`src/rtl/clk_div_gen.sv`:
```
// ---------------------------------------------------------------------------
// clk_div_gen
//
// Multi-channel programmable clock divider. It runs on a single reference
// clock and waits for a stable PLL lock before it starts. Every channel
// derives a square wave and a one-cycle clock-enable from one shared time
// base, so channels programmed alike stay cycle-aligned.
//
// Ports
//   ref_CLK    in   1            sole clock, rising edge
//   RST        in   1            synchronous active-high reset
//   lock       in   1            PLL lock status, synchronous to ref_CLK
//   ch_en      in   N_CH         per-channel enable
//   div        in   N_CH*DIV_W   per-channel period, channel i at [i*DIV_W +: DIV_W]
//   phase      in   N_CH*DIV_W   per-channel start offset, same packing
//   load       in   1            strobe: capture div/phase into the shadow registers
//   ready      out  1            high while running
//   div_clk    out  N_CH         divided square waves (registered)
//   ce         out  N_CH         one pulse per channel period (registered)
//   lock_lost  out  1            sticky flag, set on lock loss while running
// ---------------------------------------------------------------------------
module clk_div_gen #(
    parameter int N_CH      = 4,
    parameter int DIV_W     = 8,
    parameter int LOCK_WAIT = 16
) (
    input  logic                    ref_CLK,
    input  logic                    RST,
    input  logic                    lock,
    input  logic [N_CH-1:0]         ch_en,
    input  logic [N_CH*DIV_W-1:0]   div,
    input  logic [N_CH*DIV_W-1:0]   phase,
    input  logic                    load,
    output logic                    ready,
    output logic [N_CH-1:0]         div_clk,
    output logic [N_CH-1:0]         ce,
    output logic                    lock_lost
);

    typedef enum logic [1:0] {
        WAIT_LOCK = 2'd0,
        ALIGN     = 2'd1,
        RUN       = 2'd2
    } state_t;

    localparam logic [7:0] LOCK_WAIT_C = 8'(LOCK_WAIT);

    // Divisors 0 and 1 cannot make a square wave; they behave as 2.
    function automatic logic [DIV_W-1:0] eff_div(input logic [DIV_W-1:0] d);
        if (d < DIV_W'(2)) begin
            return DIV_W'(2);
        end else begin
            return d;
        end
    endfunction

    // An out-of-range phase would start the counter past its wrap point.
    function automatic logic [DIV_W-1:0] eff_phase(input logic [DIV_W-1:0] ph,
                                                   input logic [DIV_W-1:0] d_eff);
        if (ph < d_eff) begin
            return ph;
        end else begin
            return '0;
        end
    endfunction

    state_t             state_r;
    logic [7:0]         lock_cnt_r;
    logic               ready_r;
    logic               lock_lost_r;

    // Per-channel state
    logic [DIV_W-1:0]   sh_div_r  [N_CH];
    logic [DIV_W-1:0]   sh_ph_r   [N_CH];
    logic [DIV_W-1:0]   act_div_r [N_CH];
    logic [DIV_W-1:0]   act_ph_r  [N_CH];
    logic [DIV_W-1:0]   cnt_r     [N_CH];
    logic [N_CH-1:0]    pend_r;
    logic [N_CH-1:0]    live_r;      // cnt_r holds a valid running count
    logic [N_CH-1:0]    div_clk_r;
    logic [N_CH-1:0]    ce_r;

    // Next-state values
    logic [DIV_W-1:0]   sh_div_s  [N_CH];
    logic [DIV_W-1:0]   sh_ph_s   [N_CH];
    logic [DIV_W-1:0]   act_div_s [N_CH];
    logic [DIV_W-1:0]   act_ph_s  [N_CH];
    logic [DIV_W-1:0]   cnt_s     [N_CH];
    logic [DIV_W-1:0]   d_cur_s   [N_CH];
    logic [DIV_W-1:0]   d_nxt_s   [N_CH];
    logic [N_CH-1:0]    pend_s;
    logic [N_CH-1:0]    live_s;
    logic [N_CH-1:0]    div_clk_s;
    logic [N_CH-1:0]    ce_s;

    logic               in_align_s;
    logic               run_stay_s;

    assign in_align_s = (state_r == ALIGN);
    // Staying in RUN needs lock this cycle; a single low cycle drops out.
    assign run_stay_s = (state_r == RUN) && lock;

    assign ready     = ready_r;
    assign lock_lost = lock_lost_r;
    assign div_clk   = div_clk_r;
    assign ce        = ce_r;

    // Lock-qualification FSM with its registered status outputs.
    always_ff @(posedge ref_CLK) begin
        if (RST) begin
            state_r     <= WAIT_LOCK;
            lock_cnt_r  <= 8'd0;
            ready_r     <= 1'b0;
            lock_lost_r <= 1'b0;
        end else begin
            case (state_r)
                WAIT_LOCK: begin
                    ready_r <= 1'b0;
                    if (lock_cnt_r == LOCK_WAIT_C) begin
                        state_r    <= ALIGN;
                        lock_cnt_r <= 8'd0;
                    end else if (lock) begin
                        lock_cnt_r <= lock_cnt_r + 8'd1;
                    end else begin
                        lock_cnt_r <= 8'd0;
                    end
                end
                ALIGN: begin
                    state_r    <= RUN;
                    ready_r    <= 1'b1;
                    lock_cnt_r <= 8'd0;
                end
                RUN: begin
                    lock_cnt_r <= 8'd0;
                    if (!lock) begin
                        state_r     <= WAIT_LOCK;
                        ready_r     <= 1'b0;
                        lock_lost_r <= 1'b1;
                    end else begin
                        ready_r <= 1'b1;
                    end
                end
                default: begin
                    state_r    <= WAIT_LOCK;
                    ready_r    <= 1'b0;
                    lock_cnt_r <= 8'd0;
                end
            endcase
        end
    end

    // Per-channel next state. Outputs are computed from the next count so
    // the registered div_clk/ce line up with the count they describe.
    always_comb begin
        for (int i = 0; i < N_CH; i++) begin
            act_div_s[i] = act_div_r[i];
            act_ph_s[i]  = act_ph_r[i];
            cnt_s[i]     = '0;
            live_s[i]    = 1'b0;
            d_cur_s[i]   = eff_div(act_div_r[i]);

            if (load) begin
                sh_div_s[i] = div[i*DIV_W +: DIV_W];
                sh_ph_s[i]  = phase[i*DIV_W +: DIV_W];
                pend_s[i]   = 1'b1;
            end else begin
                sh_div_s[i] = sh_div_r[i];
                sh_ph_s[i]  = sh_ph_r[i];
                pend_s[i]   = pend_r[i];
            end

            if (in_align_s) begin
                // Startup: take whatever is in the shadow and honour phase.
                act_div_s[i] = sh_div_r[i];
                act_ph_s[i]  = sh_ph_r[i];
                pend_s[i]    = load;
                live_s[i]    = ch_en[i];
                if (ch_en[i]) begin
                    cnt_s[i] = eff_phase(sh_ph_r[i], eff_div(sh_div_r[i]));
                end else begin
                    cnt_s[i] = '0;
                end
            end else if (run_stay_s) begin
                if (!ch_en[i]) begin
                    cnt_s[i]  = '0;
                    live_s[i] = 1'b0;
                end else if (!live_r[i]) begin
                    // Freshly enabled: count from zero, no phase.
                    cnt_s[i]  = '0;
                    live_s[i] = 1'b1;
                end else if (cnt_r[i] >= d_cur_s[i] - DIV_W'(1)) begin
                    cnt_s[i]  = '0;
                    live_s[i] = 1'b1;
                    // A load in this very cycle defers the swap by one period.
                    if (pend_r[i] && !load) begin
                        act_div_s[i] = sh_div_r[i];
                        act_ph_s[i]  = sh_ph_r[i];
                        pend_s[i]    = 1'b0;
                    end else begin
                        act_div_s[i] = act_div_r[i];
                        act_ph_s[i]  = act_ph_r[i];
                    end
                end else begin
                    cnt_s[i]  = cnt_r[i] + DIV_W'(1);
                    live_s[i] = 1'b1;
                end
            end else begin
                cnt_s[i]  = '0;
                live_s[i] = 1'b0;
            end

            d_nxt_s[i]   = eff_div(act_div_s[i]);
            div_clk_s[i] = live_s[i] && (cnt_s[i] < (d_nxt_s[i] >> 1));
            ce_s[i]      = live_s[i] && (cnt_s[i] == d_nxt_s[i] - DIV_W'(1));
        end
    end

    // Per-channel registers and registered outputs.
    always_ff @(posedge ref_CLK) begin
        if (RST) begin
            for (int i = 0; i < N_CH; i++) begin
                sh_div_r[i]  <= DIV_W'(2);
                sh_ph_r[i]   <= '0;
                act_div_r[i] <= DIV_W'(2);
                act_ph_r[i]  <= '0;
                cnt_r[i]     <= '0;
            end
            pend_r    <= '0;
            live_r    <= '0;
            div_clk_r <= '0;
            ce_r      <= '0;
        end else begin
            for (int i = 0; i < N_CH; i++) begin
                sh_div_r[i]  <= sh_div_s[i];
                sh_ph_r[i]   <= sh_ph_s[i];
                act_div_r[i] <= act_div_s[i];
                act_ph_r[i]  <= act_ph_s[i];
                cnt_r[i]     <= cnt_s[i];
            end
            pend_r    <= pend_s;
            live_r    <= live_s;
            div_clk_r <= div_clk_s;
            ce_r      <= ce_s;
        end
    end

endmodule

```
`config.mk`:
```
export PLATFORM = sky130hd
export DESIGN_NAME = clk_div_gen
export DESIGN_NICKNAME = d
export VERILOG_FILES = /design/src/rtl/clk_div_gen.sv
export SDC_FILE = /design/constraint.sdc
export NUM_CORES = 1
export LEC_CHECK = 0
export ABC_AREA = 1
export BUFFER_PORTS_ARGS = -buffer_cell sky130_fd_sc_hd__buf_2
export CORE_UTILIZATION = 55
export DETAILED_ROUTE_END_ITERATION = 12
export PLACE_DENSITY = 0.74
export SLEW_MARGIN = 5
export SYNTH_ARGS = -nofsm -noshare
export SYNTH_HDL_FRONTEND = slang
export SYNTH_SLANG_ARGS = --single-unit
```
`constraint.sdc`:
```
create_clock -name ref_CLK -period 4.2 [get_ports ref_CLK]
set_input_delay 1.26 -clock ref_CLK [delete_from_list [all_inputs] [get_ports ref_CLK]]
set_output_delay 1.26 -clock ref_CLK [all_outputs]
set_load 0.02 [all_outputs]
```
==> metrics.md <==
| Metric | Value |
|---|---|
| Status | `completed` |
| Startpoint Class | `register` |
| Layout area overhead | `18.7%` |
| Crit path max fanout | `5` |
| Initial Utilization | `56.2%` |
| Post-layout minimum cycle time | `4.06 ns` |
| Syn Area/Cell | `6.86 sq um` |
| Largest net degree at the start of global routing | `41` |
| Highest clock rate | `246 MHz` |
| CORE AREA | `0.0187 sq mm` |
| Final period utilization | `96.7%` |
| Async SR Flop Fraction | `0%` |
| R2r setup slk | `0.14 ns` |
| Kind of critical path | `register to register` |
| Clock root buffer | `clkbuf_16` |
| Most frequent cells in the layout | `nand2_1 (290), inv_1 (212), nor2_1 (184)` |
| Worst Max-Slew Pin Slew | `0.823 ns` |
| Cts hold-fix bufs | `0` |
| Fin nets | `1,839` |
| Final Hold Viols | `0` |
| Max VDD drop | `0.000362 V` |
| Via count | `10,312` |
| Pre-CTS WS | `0.0645 ns` |
| Worst hold stages | `1` |
| Unrepaired setup endpoints after global routing | `yes` |
| Worst R2R Path Depth | `29` |
| Critical Path AT | `4.40 ns` |
| Finished Core Util | `66.7%` |
| CTS Sinks | `156` |
| Clock Latency Late Sink | `0.44 ns` |
| Unique masters post-synth | `44` |
| Die X | `140 microns` |
| Drt first pass iters | `8` |
| Initial drt markers | `894` |
| Max-slew violations | `0` |
| Synth area leader | `dfxtp_1` |
| DR DRC count | `0` |
| Mapped Cells | `1,532` |
| Yosys top cell area share | `29.7%` |
| First-pass GRT wire length | `44,400 microns` |
| Synth top area cells | `dfxtp_1 (30%), ha_1 (12%), nand2_1 (11%), inv_1 (7.8%), nor2_1 (7.0%)` |
| DP Wirelength | `21,300 microns` |
| Register bit total from synthesis | `156` |
| CP peak stage delay | `0.34 ns` |
| PortBufs | `81` |
| H-Tree Depth | `4` |
| WHS Endpoint | `lock_cnt_r[0]` |
| Number of top-level pins | `82` |
| Min-delay src | `lock_cnt_r[0]` |
| CTS clock-pin slew for the worst setup and hold paths | `0.06 ns` |
| WL/cell | `15.0 microns` |
| Vias in the first global route | `9,374` |
| Static Leak | `0.00628 uW` |
| Mapped Nets | `1,705` |
| Total routed wirelength | `28,800 microns` |
| Height of the die | `140 microns` |
| Cell Count, Final, Fillers Out | `1,913` |
| Sequential share of the synthesized area | `29.7%` |
| Reg-to-reg endpoint | `ce[3]` |
| Fin Hold WS | `0.446 ns` |
| Layout cells sized above 1 | `19.7%` |
| Gr ovfl total | `0` |
| Setup ws final | `0.139 ns` |
| Yosys Warn Count | `0` |
| Die area | `0.0197 sq mm` |
| Vias/cell | `5.39` |
| Crit-path slowest cell | `dfxtp_2` |
| Req. time, crit path | `4.54 ns` |
| Routability Congestion | `0.936` |
| Crit. End Element | `register` |
| Reg2reg start | `act_div_r[3][1]` |
| Total GRT Usage | `28.4%` |
| Main synth FF type | `dfxtp_1` |
| Routed Antenna Nets | `0` |
| Post-synth EDFFs | `0` |
| PwrDens | `515 mW/mm^2` |
| Total CTS buffers | `17` |
| Final number of setup-violating endpoints | `0` |
| Max cap viols | `0` |
| Placed insts | `1,840` |
| Worst Skew | `0.00667 ns` |
| Clock Path Buffers | `2` |
| Most common cell after layout, fill and taps aside | `nand2_1` |
| Cell seen most often among critical-path stages | `nand2_1` |
| Mapped cell area | `0.0105 sq mm` |
| Row count | `50` |
| Normalized max-slew margin | `45.1%` |
| Tightest Hold Check Type | `register to register` |
| CTS tree | `built` |
| Initial antenna violation count | `2` |
[registers in the layout (all words and copies together) (netlist names), 8 cells and up]
| name | cells |
|---|---|
| act_div_r | 32 |
| sh_div_r | 32 |
| sh_ph_r | 32 |
| cnt_r | 32 |
| lock_cnt_r | 8 |
[worst max path at each step]
stage                          from     to  slack [ns]
floorplan           act_div_r[0][2]  ce[0]        0.52
global placement    act_div_r[2][2]  ce[2]        0.10
detailed placement  act_div_r[0][2]  ce[0]        0.06
CTS                 act_div_r[0][2]  ce[0]        0.04
global route        act_div_r[3][1]  ce[3]       -0.17
finish              act_div_r[3][1]  ce[3]        0.14
[cell usage after synthesis (2+ instances only)]
master	number
o31ai_1	2
nor4_1	2
nand2_4	11
nand2_2	35
nor2_1	197
nand3_4	6
o21ai_1	5
nand4_1	19
xor2_1	46
nor3_2	4
ha_1	101
nand2_1	304
xnor2_1	12
o21ai_0	81
nor2_2	9
a31oi_1	2
a211oi_1	4
nand3_2	2
inv_1	218
clkbuf_1	29
nand3_1	115
nor2_4	2
dfxtp_1	156
nand3b_1	27
inv_2	4
or2_2	5
o21a_1	4
a21oi_1	90
nor3_1	21
o211ai_1	4
o21ai_4	2
[power by group]
part | total, uW | switching, uW | internal [uW]
sequential | 1750 | 116 | 1630
clock | 1520 | 640 | 884
combinational | 3150 | 1950 | 1200
total | 6430 | 2710 | 3720
[cell type report]
cell class                 count  area (sq um)
timing repair buffer         143           875
inverter                     223           842
clock inverter                11           120
antenna                        1          2.50
multi-input combinational   1125          6750
fill                        1609          6230
sequential                   156          3150
tap                          234           293
clock buffer                  20           447
[routing by layer]
metal  global-route usage (%)  part of all wire, %
met4                     9.37                  2.4
met2                     49.2                   49
met5                        0                0.056
met3                     4.41                  5.3
met1                     35.9                   43
[metrics by stage]
step	power [uW]	instance area (sq um)	TNS, ns
final	6430	12500	0
after global routing	6840	12500	-0.498
after CTS	5940	11800	0
after detailed placement	4420	11300	0
after global placement	4350	11300	0
after floorplan	3810	10500	0
[kinds of logic after synthesis]
family	share of synthesized area, %
flip-flops	29.7
AND/OR/NAND/NOR	33.8
buffers and inverters	9.28
AO/OA/AOI/OAI	10.4
adder cells (fa/ha/maj)	12.0
XOR/XNOR	4.83
[critical path: cells and delay by family, from the launching register on]
kind / cells / cell delay (ns)
buffers and inverters: 3 / 0.15
flip-flops: 1 / 0.34
AND/OR/NAND/NOR: 22 / 2.72
adder cells (fa/ha/maj): 3 / 0.60
XOR/XNOR: 1 / 0.16
[timing repair]
action | 4_1_cts | 5_1_grt
endpoints found under the setup margin | 0 | 6
setup buffers | 0 | 37
resized for setup | 0 | 96
No activity file was read; power rests on OpenSTA's default activity.
